`src/rtl/sram_port_ctrl.sv`:
```
// sram_port_ctrl: valid/ready initiator for one OpenRAM-style RW port.
// Optional SRAM_CTRL_STATS_EN adds saturating rd/wr/stall counters.
module sram_port_ctrl #(
  parameter int DATA_WIDTH = 128,
  parameter int ADDR_WIDTH = 11,
  parameter int NUM_WORDS  = 1296,
  parameter int RSP_DEPTH  = 4
) (
  input  logic                  clk,
  input  logic                  rst_n,
  input  logic                  req_valid,
  output logic                  req_ready,
  input  logic                  req_we,
  input  logic [ADDR_WIDTH-1:0] req_addr,
  input  logic [DATA_WIDTH-1:0] req_wdata,
  output logic                  rsp_valid,
  input  logic                  rsp_ready,
  output logic [DATA_WIDTH-1:0] rsp_rdata,
  output logic                  rsp_err,
  output logic                  err_sticky,
  output logic                  sram_csb,
  output logic                  sram_web,
  output logic [ADDR_WIDTH-1:0] sram_addr,
  output logic [DATA_WIDTH-1:0] sram_din,
  input  logic [DATA_WIDTH-1:0] sram_dout,
  output logic [31:0]           stat_rd_cnt,
  output logic [31:0]           stat_wr_cnt,
  output logic [31:0]           stat_stall_cnt
);

  localparam int PW = (RSP_DEPTH > 1) ? $clog2(RSP_DEPTH) : 1;
  localparam int CW = $clog2(RSP_DEPTH + 1);
  localparam int SW = CW + 2;
  localparam logic [ADDR_WIDTH:0] NW = (ADDR_WIDTH + 1)'(NUM_WORDS);
  localparam logic [PW-1:0] PMAX = PW'(RSP_DEPTH - 1);
  localparam logic [SW-1:0] DEPTH_S = SW'(RSP_DEPTH);

  logic                  in_range;
  logic                  accept;
  logic                  rd_acc;
  logic                  push;
  logic                  pop;
  logic [SW-1:0]         used;

  logic                  csb_q, csb_d;
  logic                  web_q, web_d;
  logic [ADDR_WIDTH-1:0] addr_q, addr_d;
  logic [DATA_WIDTH-1:0] din_q, din_d;
  logic                  a_vld_q, a_vld_d;
  logic                  a_err_q, a_err_d;
  logic                  b_vld_q, b_vld_d;
  logic                  b_err_q, b_err_d;
  logic                  err_q, err_d;
  logic [CW-1:0]         cnt_q, cnt_d;
  logic [PW-1:0]         wr_q, wr_d;
  logic [PW-1:0]         rd_q, rd_d;
  logic [DATA_WIDTH-1:0] mem_q [RSP_DEPTH];
  logic [RSP_DEPTH-1:0]  merr_q;

  function automatic logic [PW-1:0] ptr_inc(input logic [PW-1:0] p);
    return (p == PMAX) ? '0 : p + 1'b1;
  endfunction

  // Credits cover FIFO occupancy plus reads still in the SRAM pipe.
  assign in_range = {1'b0, req_addr} < NW;
  assign used     = SW'(cnt_q) + SW'(a_vld_q) + SW'(b_vld_q);
  assign req_ready = used < DEPTH_S;
  assign accept   = req_valid & req_ready;
  assign rd_acc   = accept & ~req_we;
  assign push     = b_vld_q;
  assign rsp_valid = cnt_q != '0;
  assign pop      = rsp_valid & rsp_ready;

  assign rsp_rdata  = rsp_valid ? mem_q[rd_q] : '0;
  assign rsp_err    = rsp_valid & merr_q[rd_q];
  assign err_sticky = err_q;
  assign sram_csb   = csb_q;
  assign sram_web   = web_q;
  assign sram_addr  = addr_q;
  assign sram_din   = din_q;

  // Port drive: select only for accepted in-range requests.
  always_comb begin
    csb_d  = 1'b1;
    web_d  = 1'b1;
    addr_d = addr_q;
    din_d  = din_q;
    if (accept) begin
      addr_d = req_addr;
      din_d  = req_wdata;
      if (in_range) begin
        csb_d = 1'b0;
        web_d = ~req_we;
      end
    end
  end

  // Read pipe stages A/B and sticky error.
  always_comb begin
    a_vld_d = rd_acc;
    a_err_d = ~in_range;
    b_vld_d = a_vld_q;
    b_err_d = a_err_q;
    err_d   = err_q | (accept & ~in_range);
  end

  // FIFO pointer and occupancy update.
  always_comb begin
    wr_d  = push ? ptr_inc(wr_q) : wr_q;
    rd_d  = pop ? ptr_inc(rd_q) : rd_q;
    cnt_d = cnt_q;
    case ({push, pop})
      2'b10:   cnt_d = cnt_q + 1'b1;
      2'b01:   cnt_d = cnt_q - 1'b1;
      default: cnt_d = cnt_q;
    endcase
  end

  // Control state registers.
  always_ff @(posedge clk or negedge rst_n) begin
    if (!rst_n) begin
      csb_q   <= 1'b1;
      web_q   <= 1'b1;
      addr_q  <= '0;
      din_q   <= '0;
      a_vld_q <= 1'b0;
      a_err_q <= 1'b0;
      b_vld_q <= 1'b0;
      b_err_q <= 1'b0;
      err_q   <= 1'b0;
      cnt_q   <= '0;
      wr_q    <= '0;
      rd_q    <= '0;
    end else begin
      csb_q   <= csb_d;
      web_q   <= web_d;
      addr_q  <= addr_d;
      din_q   <= din_d;
      a_vld_q <= a_vld_d;
      a_err_q <= a_err_d;
      b_vld_q <= b_vld_d;
      b_err_q <= b_err_d;
      err_q   <= err_d;
      cnt_q   <= cnt_d;
      wr_q    <= wr_d;
      rd_q    <= rd_d;
    end
  end

  // Capture dout at T2; out-of-range reads enqueue zero data.
  always_ff @(posedge clk or negedge rst_n) begin
    if (!rst_n) begin
      for (int i = 0; i < RSP_DEPTH; i++) begin
        mem_q[i] <= '0;
      end
      merr_q <= '0;
    end else if (push) begin
      mem_q[wr_q]  <= b_err_q ? '0 : sram_dout;
      merr_q[wr_q] <= b_err_q;
    end
  end

`ifdef SRAM_CTRL_STATS_EN
  logic [31:0] rd_cnt_q, rd_cnt_d;
  logic [31:0] wr_cnt_q, wr_cnt_d;
  logic [31:0] st_cnt_q, st_cnt_d;

  // Saturating activity counters.
  always_comb begin
    rd_cnt_d = rd_cnt_q;
    wr_cnt_d = wr_cnt_q;
    st_cnt_d = st_cnt_q;
    if (rd_acc && in_range && rd_cnt_q != '1)
      rd_cnt_d = rd_cnt_q + 1'b1;
    if (accept && req_we && in_range && wr_cnt_q != '1)
      wr_cnt_d = wr_cnt_q + 1'b1;
    if (req_valid && !req_ready && st_cnt_q != '1)
      st_cnt_d = st_cnt_q + 1'b1;
  end

  // Counter registers.
  always_ff @(posedge clk or negedge rst_n) begin
    if (!rst_n) begin
      rd_cnt_q <= '0;
      wr_cnt_q <= '0;
      st_cnt_q <= '0;
    end else begin
      rd_cnt_q <= rd_cnt_d;
      wr_cnt_q <= wr_cnt_d;
      st_cnt_q <= st_cnt_d;
    end
  end

  assign stat_rd_cnt    = rd_cnt_q;
  assign stat_wr_cnt    = wr_cnt_q;
  assign stat_stall_cnt = st_cnt_q;
`else
  assign stat_rd_cnt    = '0;
  assign stat_wr_cnt    = '0;
  assign stat_stall_cnt = '0;
`endif

endmodule

```
`config.mk`:
```
export PLATFORM = sky130hd
export DESIGN_NAME = sram_port_ctrl
export DESIGN_NICKNAME = d
export VERILOG_FILES = /design/src/rtl/sram_port_ctrl.sv
export SDC_FILE = /design/constraint.sdc
export NUM_CORES = 1
export LEC_CHECK = 0
export BUFFER_PORTS_ARGS = -buffer_cell sky130_fd_sc_hd__buf_2
export CAP_MARGIN = 20
export CORE_ASPECT_RATIO = 1.4
export CORE_MARGIN = 5
export CORE_UTILIZATION = 25
export CTS_CLUSTER_SIZE = 25
export DETAILED_ROUTE_END_ITERATION = 6
export SYNTH_ARGS = -nofsm -noshare
export SYNTH_HDL_FRONTEND = slang
export SYNTH_SLANG_ARGS = --single-unit
```
`constraint.sdc`:
```
create_clock -name clk -period 5.4 [get_ports clk]
set_clock_uncertainty 0.05 [all_clocks]
set_input_delay 0.81 -clock clk [delete_from_list [all_inputs] [get_ports clk]]
set_output_delay 0.81 -clock clk [all_outputs]
set_load 0.005 [all_outputs]
```
# After elaboration in Yosys (flattened, before gate mapping)
# Index checks and enable logic that the tools add are counted.
[totals]
register_bits = 669
out_inout_bits = 369
[op_classes]
addsub = 6
magnitude_cmp = 8
n_eq_ne = 4
muxes = 20
bitwise = 10
reduce_logical = 4
[ops]
columns = ["cell", "count"]
rows = [
  ["$mux W128", 5],
  ["$bwmux W512", 1],
  ["$bmux W128 S2", 1],
  ["$demux W128 S2", 1],
  ["$lt A11 B11 Y1 const B", 1],
  ["$eq A2 B2 Y1 const B", 3],
  ["$ge A3 B3 Y1 const B", 2],
  ["$lt A2 B3 Y1 const B", 2],
  ["$mux W1", 6],
  ["$not A2 Y3", 2],
  ["$pmux W3 S2", 1],
  ["$add A4 B1 Y5", 1],
  ["$and A1 B1 Y1", 5],
  ["$lt A5 B3 Y1 const B", 1],
  ["$add A2 B1 Y2 const B", 2],
  ["$add A3 B1 Y4", 1],
  ["$bwmux W4", 1],
  ["$mux W2", 2],
  ["$add A3 B1 Y3 const B", 1],
  ["$lt A3 B1 Y1 const B", 1],
  ["$reduce_bool A3 Y1", 1],
  ["$sub A3 B1 Y3 const B", 1],
  ["$bmux W1 S2", 1],
  ["$demux W1 S2", 1],
  ["6 further kinds", 8],
]

# Longest topological paths before layout
# Gate-level depths: netlist (run 1).
[depth]
ltp_word = 6
ltp_mapped = 8
mapped_depth_nobuf = 8

# Worst setup path before layout (run 1)
# No wires, ideal clock.
[synth_path]
path_type = "register to output"
from = "register rd_q[0]"
to = "output port rsp_rdata[100]"
arrival_time_ps = 1442
t_required_ps = 4540
setup_slack_ps = 3098
stages_incl_launch_ff = 6
path_buffers = 3
path_cell_list = "dfrtp_1 -> buf_2 -> buf_6 -> buf_6 -> mux4_2 -> and2_1"
[synth_between]
elab_chain_len = 5
[synth_lines]
columns = ["element", "line_no", "text"]
rows = [
  ["from (decl)", "56", "logic [PW-1:0] rd_q, rd_d;"],
  ["from (signal assigned)", "146", "rd_q <= rd_d;"],
  ["$not A2 Y3 (not written as such)", "74", "assign rsp_rdata = rsp_valid ? mem_q[rd_q] : '0;"],
  ["$bmux W128 S2", "74", ""],
  ["$mux W128 (not written as such) (2 in a row)", "74", ""],
  ["$mux W128", "74", ""],
  ["to (decl)", "18", "output logic [DATA_WIDTH-1:0] rsp_rdata,"],
]
# No other way between the ends. The select of a mux whose other input is x is not followed.

# Final worst setup path (run 1)
[layout_path]
from = "register rd_q[0]"
to = "output port rsp_rdata[73]"
# Same word-level chain as after synthesis.

==> results.toml, run 1 <==
[synth]
netlist_top_cells_area = "dfrtp_1 (57%), mux4_2 (9.8%), o21ai_0 (8.7%)"
synth_area_leader_cell = "dfrtp_1"
async_flop_share = 1.00
synthFlopType = "dfrtp_1"
syn_area_per_cell_um2 = 11.6
synth-compound-area-share = 0.0878
synthXorXnorAreaFrac = 0.000890
muxShareOfSynthArea = 0.162
synth-simple-area-share = 0.123
yosysMostFrequentCell = "dfrtp_1"
yosys-top-cells-count = "dfrtp_1 (667), nand2_1 (518), o21ai_0 (514), and2_1 (132), mux4_2 (129)"
synth_warnings = 0
syn-cell-area_mm2 = 0.0295
synth_fa_ha_area_frac = 0.00365
ys_seq_elements = 669
netlist_instances = 2548
ys_seq_area_frac = 0.567
synth_top_area_share = 0.565
synth_edf_count = 0
synth_cell_type_count = 30
synth_top_family_by_area = "multiplexers"

[clock_tree]
cts.path.max_buffers = 3
cts_hold_buf = 0
cts_resized = 0
cts-root-buf = "clkbuf_16"
htreeDepth = 3
worstSkewPairLatency_ns = 0.63
cts.clk_slew.worst_paths_ns = 0.06
cts_setup_buffers = 0
cts_tree = "done"
cts_buffers = 73
clkSinkCount = 669

[worst_setup_path]
cp-start-kind = "flop"
cp_data_arrival_time_ns = 3.05
rr_startpoint = "b_vld_q"
cp-startpoint = "rd_q[0]"
crit_type = "reg2out"
path_max_fanout = 39
end_kind = "primary output"
worstPathRequired_ns = 4.54

[cells_and_area]
final_cell_area_mm2 = 0.0360
utilization = 0.306
nets = 3291
syn_to_final_growth_pct = 22.0
drive_gt1_frac = 0.318

[detailed_routing]
via_per_inst = 4.27
postRouteAntennaNets = 0
drt_wl_total_mm = 85.9
post-route-drc-count = 0
vias = 19947
wl_per_cell_um = 18.4
drt_first_pass_iters = 6
drt-initial-drc-count = 885

[floorplanning]
die_y_um = 417
initial_core_util = 0.251
rows = 149
io_pins = 641
core_mm2 = 0.118
die_x_um = 300
dieArea_mm2 = 0.125

[timing]
period_needed_ns = 3.91
post-route-period-util = 0.724
slew_violations = 0
fmax_mhz = 256
hold_violations = 0
worstMarginPinSlew_ns = 0.971
setup_tns_ns = 0
slew_headroom = 0.353
rsz0062_at_grt = "false"
setup_viol = 0

[pwr]
p_int_w = 0.0150
ir_drop_v = 0.000357
seq_power_share = 0.396
switching_share = 0.331
power.switching_w = 0.00743
pwr-share-clk = 0.235
leakagePower_nw = 16.8
p_comb_frac = 0.368
power.density_mw_per_mm2 = 623

[global_route]
grt_pass1_vias = 21223
overflow = 0
grt_max_degree = 144
grt_antenna_before_repair = 33
grt_first_pass_wirelength_mm = 132
grt_usage = 0.136

[status]
status = "complete, no violations"

[placement]
dp_hpwl_mm = 58.4
io_buffers = 544
place.gp.congestion = 0.813
dpl_cell_area_mm2 = 0.0334

[job]
max-cap-violations = 0

[hold_path]
worstHoldPathType = "in2async"
==> stage by stage <==
step	instances	power (W)	worst slack (ns)	hold WS (ns)
after global routing	4661	0.0242	1.20	0.197
after global placement	4521	0.0173	2.02	0.284
after CTS	4653	0.0229	1.27	0.158
after detailed placement	4521	0.0174	2.01	0.300
final	4672	0.0224	1.49	0.182
after floorplan	2643	0.0139	3.10	0.281
==> sequential cells by signal, indices dropped and copies added, names as in the netlist, 2 cells and up <==
name	count
cnt_q	3
mem_q	512
merr_q	4
rd_q	2
sram_addr	11
sram_din	128
wr_q	2
==> per-layer routing <==
metal,track usage,part of all wire,vias to the layer above
met5,0,0.00076,-
met4,0.0501,0.032,10
met3,0.0410,0.076,139
met2,0.232,0.49,689
met1,0.162,0.40,9716
li1,-,-,9393
==> layout by cell type, fill, tap and decap left out, types with 74 or more instances in the layout <==
cell       count
mux4_2       129
nand2_1      514
and2_1       132
dfrtp_1      664
buf_2        543
clkbuf_16     74
o21ai_0      514
mux2_2        79
conb_1        96
nand2b_1     128
==> worst max-delay path, cell delays in order (launching register included) <==
cell and delay, ns:
dfrtp_4 1.02, buf_4 0.44, mux4_2 0.59, and2_1 0.21, buf_2 0.14
==> kinds of logic (layout without fill, tap and decap cells) <==
kind of cell             Yosys count  count (layout)
AO/OA/AOI/OAI                    517             517
XOR/XNOR                           3               3
adder cells (fa/ha/maj)            8               8
buffers and inverters            288             713
flip-flops                       669             669
multiplexers                     275             275
other                              1             115
AND/OR/NAND/NOR                  787             787
==> final cells by class <==
type | count | area (um2)
tap | 1585 | 1980
inverter | 7 | 26.3
clock inverter | 28 | 444
fill | 12049 | 81600
antenna | 19 | 47.5
sequential | 669 | 16800
clock buffer | 104 | 2100
multi-input combinational | 1686 | 11500
timing repair buffer | 574 | 3110
==> power groups by stage <==
stage	sequential, W	combinational (W)	clock (W)
finish	0.00889	0.00826	0.00528
global route	0.00924	0.00924	0.00568
CTS	0.00894	0.00846	0.00549
detailed placement	0.00898	0.00846	0
global placement	0.00897	0.00829	0
floorplan	0.00841	0.00548	0
==> final timing paths <==
path,end,slack [ns],cells past startpoint
worst min-delay path,sram_din[8],0.18,1
worst max register to register,sram_din[77],2.79,5
min in group clk,a_vld_q,0.28,2
worst min register to register,b_err_q,0.30,0
worst max-delay path,rsp_rdata[73],1.49,4
max in group asynchronous,mem_q[298],3.79,2
Power figures use the tool's default switching activity.
==> inputs of run 2 (changes only) <==
Settings changed: ABC_AREA set to 1.
Clock period 5.4 ns to 3.68 ns, I/O delays scaled along.
==> run 2 against run 1 <==
Compared with the run above:
- flip-flop and latch count unchanged
- register-to-register slack got worse by 1.4 ns
- global-route usage increased by 2.3 points
- critical endpoint is now rsp_rdata[17]
- highest routed layer unchanged
==> results.toml, run 2 <==
[synth]
synth_warnings = 0
synthFlopType = "dfrtp_1"
syn-cell-area_mm2 = 0.0314
yosys-top-cells-count = "nand2_1 (1718), dfrtp_1 (667), inv_1 (402), o21ai_0 (272), o211ai_1 (256)"
synth_area_leader_cell = "dfrtp_1"
yosysMostFrequentCell = "nand2_1"
netlist_instances = 3961
synth_top_area_share = 0.532
netlist_top_cells_area = "dfrtp_1 (53%), nand2_1 (21%), o211ai_1 (6.1%)"
ys_seq_area_frac = 0.533
synth_cell_type_count = 22
async_flop_share = 1.00
ys_seq_elements = 669
syn_area_per_cell_um2 = 7.93
synth_edf_count = 0

[timing]
slew_violations = 0
worstMarginPinSlew_ns = 0.895
setup_viol = 0
post-route-period-util = 0.953
fmax_mhz = 285
hold_violations = 0
timing.hold.ws_ns = 0.0720
period_needed_ns = 3.51
setup_tns_ns = 0
slew_headroom = 0.404
rsz0062_at_grt = "false"

[floorplanning]
initial_core_util = 0.252
dieArea_mm2 = 0.133
die_y_um = 429
core_mm2 = 0.124
die_x_um = 309
io_pins = 641
rows = 153

[global_route]
grt_usage = 0.158
overflow = 0
grt_first_pass_wirelength_mm = 166
grt_max_degree = 140
grt_antenna_before_repair = 17
grt_pass1_vias = 28050

[worst_setup_path]
worstPathRequired_ns = 3.08
end_kind = "primary output"
cp-start-kind = "flop"
cp_data_arrival_time_ns = 2.91
crit_type = "reg2out"
path_max_fanout = 97

[cells_and_area]
utilization = 0.310
largest-register = "mem_q"
fill_cells = 13312
drive_gt1_frac = 0.165
final_common_cell = "nand2_1"
mostFrequentLayoutCells = "nand2_1 (1716), dfrtp_1 (664), buf_2 (543)"
largest_reg_flops = 512
nets = 4743
syn_to_final_growth_pct = 22.8

[placement]
io_buffers = 544
place.gp.congestion = 0.942
dp_hpwl_mm = 70.7

[clock_tree]
clkSinkCount = 669
cts.path.max_buffers = 3
cts.clk_slew.worst_paths_ns = 0.06
cts_buffers = 73
htreeDepth = 3
worstSkewPairLatency_ns = 0.65
cts-root-buf = "clkbuf_16"
cts_tree = "done"

[detailed_routing]
drt_first_pass_iters = 5
via_per_inst = 4.42
vias = 27174
drt-initial-drc-count = 2054
wl_per_cell_um = 17.5
drt_wl_total_mm = 107
post-route-drc-count = 0
postRouteAntennaNets = 0

[pwr]
power.density_mw_per_mm2 = 881
ir_drop_v = 0.000478
leakagePower_nw = 19.9

[job]
max-cap-violations = 0

[status]
status = "complete, no violations"

[hold_path]
worstHoldPathType = "in2reg"
[run 2: where the power goes]
group | internal, W | switching [W] | total (W)
clock | 0.00427 | 0.00333 | 0.00760
sequential | 0.0110 | 0.00185 | 0.0128
combinational | 0.00512 | 0.00845 | 0.0136
[run 2: critical path: stages (launching register included)]
cell	delay [ns]
dfrtp_4	0.73
inv_4	0.16
buf_12	0.47
o211ai_1	0.18
a21oi_1	0.40
buf_2	0.20
[run 2: through the flow]
stage | area (um2) | instances | power (W) | setup slack [ns]
final | 38600 | 6153 | 0.0340 | 0.171
after global routing | 38600 | 6149 | 0.0368 | 0.0462
after CTS | 38500 | 6145 | 0.0345 | 0.157
after detailed placement | 35300 | 5941 | 0.0266 | 0.906
after global placement | 35300 | 5941 | 0.0264 | 0.898
after floorplan | 31800 | 4056 | 0.0207 | 1.94
[run 2: logic make-up after synthesis]
| kind of cell | count (synthesis) | share of synthesized area |
|---|---|---|
| other | 1 | 0.000119 |
| flip-flops | 669 | 0.533 |
| buffers and inverters | 759 | 0.114 |
| AND/OR/NAND/NOR | 1865 | 0.223 |
| XOR/XNOR | 2 | 0.000558 |
| AO/OA/AOI/OAI | 657 | 0.125 |
| adder cells (fa/ha/maj) | 8 | 0.00343 |
[run 2: final cells by class]
cell class                 count  area (um2)  share of cell area
sequential                   669       16800               0.434
multi-input combinational   2628       11400               0.297
timing repair buffer         684        4280               0.111
tap                         1627        2040              0.0528
clock buffer                  93        1990              0.0517
inverter                     407        1550              0.0402
clock inverter                37         484              0.0126
antenna                        8        20.0            0.000519
[run 2: repair_timing]
action	in CTS	in global routing
hold buffers	74	0
hold endpoints to repair	116	0
gates resized for setup	0	0
setup buffers	0	0
[run 2: path summary, 6_finish.rpt]
kind,startpoint,endpoint,slack [ns],cells after the start
setup / recovery,rd_q[1],rsp_rdata[17],0.17,5
hold / removal,req_wdata[21],sram_din[21],0.07,3
setup reg to reg,b_vld_q,sram_din[33],1.37,8
hold reg to reg,a_err_q,b_err_q,0.30,0
max in group asynchronous,rst_n,sram_din[120],2.01,3
min in group asynchronous,rst_n,sram_din[10],0.49,2
[run 2: per-layer routing]
layer  track usage  routed length (um)
met4        0.0589                3740
met3        0.0352                7410
met2         0.276               52600
met5             0                  91
met1         0.191               43600
==> inputs of run 3 (changes only) <==
Settings changed: ABC_AREA 1 to 0.
==> run 3 against run 2 <==
Compared with the run above:
- register-to-register slack got worse by 0.24 ns
- largest cell class unchanged
- highest routed layer unchanged
- core utilization increased by 0.098 points
- count of clock-buffer cells in the layout increased by 7
- non-clock buffer count decreased by 58
==> results.toml, run 3 (same netlist as run 1, synthesis figures left out) <==
[pwr]
pwr-share-clk = 0.230
power.density_mw_per_mm2 = 899
seq_power_share = 0.391
ir_drop_v = 0.000462
leakagePower_nw = 17.1
switching_share = 0.334
p_int_w = 0.0219
power.switching_w = 0.0110
p_comb_frac = 0.380

[status]
status = "complete, no violations"

[cells_and_area]
fill_cells = 11985
syn_to_final_growth_pct = 23.9
largest-register = "mem_q"
layout.cells.non_filler = 4717
nets = 3342
drive_gt1_frac = 0.321
utilization = 0.311
largest_reg_flops = 512
mostFrequentLayoutCells = "dfrtp_1 (664), buf_2 (543), nand2_1 (514), o21ai_0 (514), and2_1 (132)"
final_common_cell = "dfrtp_1"
final_cell_area_mm2 = 0.0366

[floorplanning]
dieArea_mm2 = 0.125
initial_core_util = 0.251
die_x_um = 300
rows = 149
die_y_um = 417
io_pins = 641
core_mm2 = 0.118

[global_route]
globalRouteMet2Util = 0.234
busiest_layer = "met2"
grt_usage = 0.136
use_met1 = 0.160
grt_first_pass_wirelength_mm = 132
grt_max_degree = 98
grt_antenna_before_repair = 32
grt_pass1_vias = 21367
met3_usage = 0.0383
overflow = 0

[timing]
hold_violations = 0
slew_violations = 0
setup_tns_ns = 0
fmax_mhz = 303
post-route-period-util = 0.896
setup_ws_ns = 0.382
rsz0062_at_grt = "false"
worstMarginPinSlew_ns = 0.812
setup_viol = 0
slew_headroom = 0.459
period_needed_ns = 3.30

[worst_setup_path]
crit_type = "reg2out"
reg2reg_to = "sram_din[124]"
end_kind = "primary output"
worstPathRequired_ns = 3.08
r2r_slack_ns = 1.13
cp_data_arrival_time_ns = 2.70
cp-start-kind = "flop"
critPathSlowestCell = "dfrtp_4"
path_max_fanout = 35
worst_path_largest_cell_delay_ns = 0.76
rr_startpoint = "b_vld_q"
crit_buf_inv = 2
cp_top_family = "flip-flops"
crit_chain = "buf_12 > mux4_2 > and2_1 > buf_2"
r2r_cells = 5

[detailed_routing]
drt_wl_total_mm = 86.6
vias = 20200
wl_per_cell_um = 18.4
drt_first_pass_iters = 4
drt-initial-drc-count = 1011
via_per_inst = 4.28
postRouteAntennaNets = 0
post-route-drc-count = 0

[clock_tree]
worstSkewPairLatency_ns = 0.65
cts_buffers = 72
htreeDepth = 3
clkSinkCount = 669
cts-root-buf = "clkbuf_16"
cts_tree = "done"
cts.clk_slew.worst_paths_ns = 0.06
cts_resized = 0
cts.path.max_buffers = 3

[placement]
io_buffers = 544
dp_cells = 4550
place.gp.congestion = 0.818
dp_hpwl_mm = 60.2
dp_slack_ns = 0.780
dpl_cell_area_mm2 = 0.0338

[hold_path]
holdPathStages = 2
worstHoldPathType = "in2reg"
hold_end = "sram_din[93]"
hp-start = "req_wdata[93]"

[job]
max-cap-violations = 0
## run 3: cell count changes in the layout (fill, tap and decap cells not counted), moves of 79 or more
cell,previous run,this run
nand2_1,1716,514
inv_1,398,7
o211ai_1,256,0
o21ai_0,272,514
nor2_1,142,2
and2_1,0,132
mux4_2,0,129
a21oi_1,129,1
nand2b_1,0,128
mux2_2,0,79
## run 3: layout make-up
class	instances	area, um2	share of cell area
repair buffers	626	3750	0.103
diodes	17	42.5	0.00116
flip-flops and latches	669	16800	0.458
well taps	1585	1980	0.0542
inverters	7	26.3	0.000718
multi-input cells	1686	11500	0.316
clock buffers	100	2040	0.0557
clock inverters	27	432	0.0118
## run 3: through the flow
step | hold slack [ns] | total power [W]
4_1_cts | 0.000169 | 0.0335
6_report | 0.0762 | 0.0329
2_1_floorplan | 0.206 | 0.0204
5_1_grt | 0.0202 | 0.0353
3_3_place_gp | 0.290 | 0.0254
3_5_place_dp | 0.285 | 0.0257
## run 3: power by group through the flow
| stage | logic [W] | clock network [W] | registers, W |
|---|---|---|---|
| 5_1_grt | 0.0139 | 0.00810 | 0.0133 |
| 3_5_place_dp | 0.0127 | 0 | 0.0130 |
| 4_1_cts | 0.0127 | 0.00784 | 0.0129 |
| 6_report | 0.0125 | 0.00755 | 0.0128 |
| 3_3_place_gp | 0.0125 | 0 | 0.0129 |
| 2_1_floorplan | 0.00804 | 0 | 0.0123 |
## run 3: worst reg2reg max path, stage by stage (launching register included)
cell,delay (ns)
dfrtp_1,0.65
ha_1,0.32
nand3_1,0.10
and3_4,0.62
buf_12,0.31
mux2_2,0.41
## run 3: repair_timing
action	in CTS	in global routing
setup endpoints to repair	0	30
hold buffers	22	0
endpoints found under the hold margin	76	0
buffers inserted	0	1
## run 3: worst max path at each step
stage,startpoint,endpoint,slack (ns),cells past startpoint
global route,rd_q[0],rsp_rdata[61],0.17,4
detailed placement,rd_q[0],rsp_rdata[61],0.78,4
finish,rd_q[0],rsp_rdata[16],0.38,4
CTS,rd_q[0],rsp_rdata[61],0.03,4
global placement,rd_q[0],rsp_rdata[61],0.79,4
floorplan,rd_q[0],rsp_rdata[100],1.64,5
## run 3: layer usage
metal	share of wire	up-vias
li1	-	9492
met1	0.40	9908
met2	0.50	645
met3	0.071	141
met4	0.034	14
met5	0.00094	-
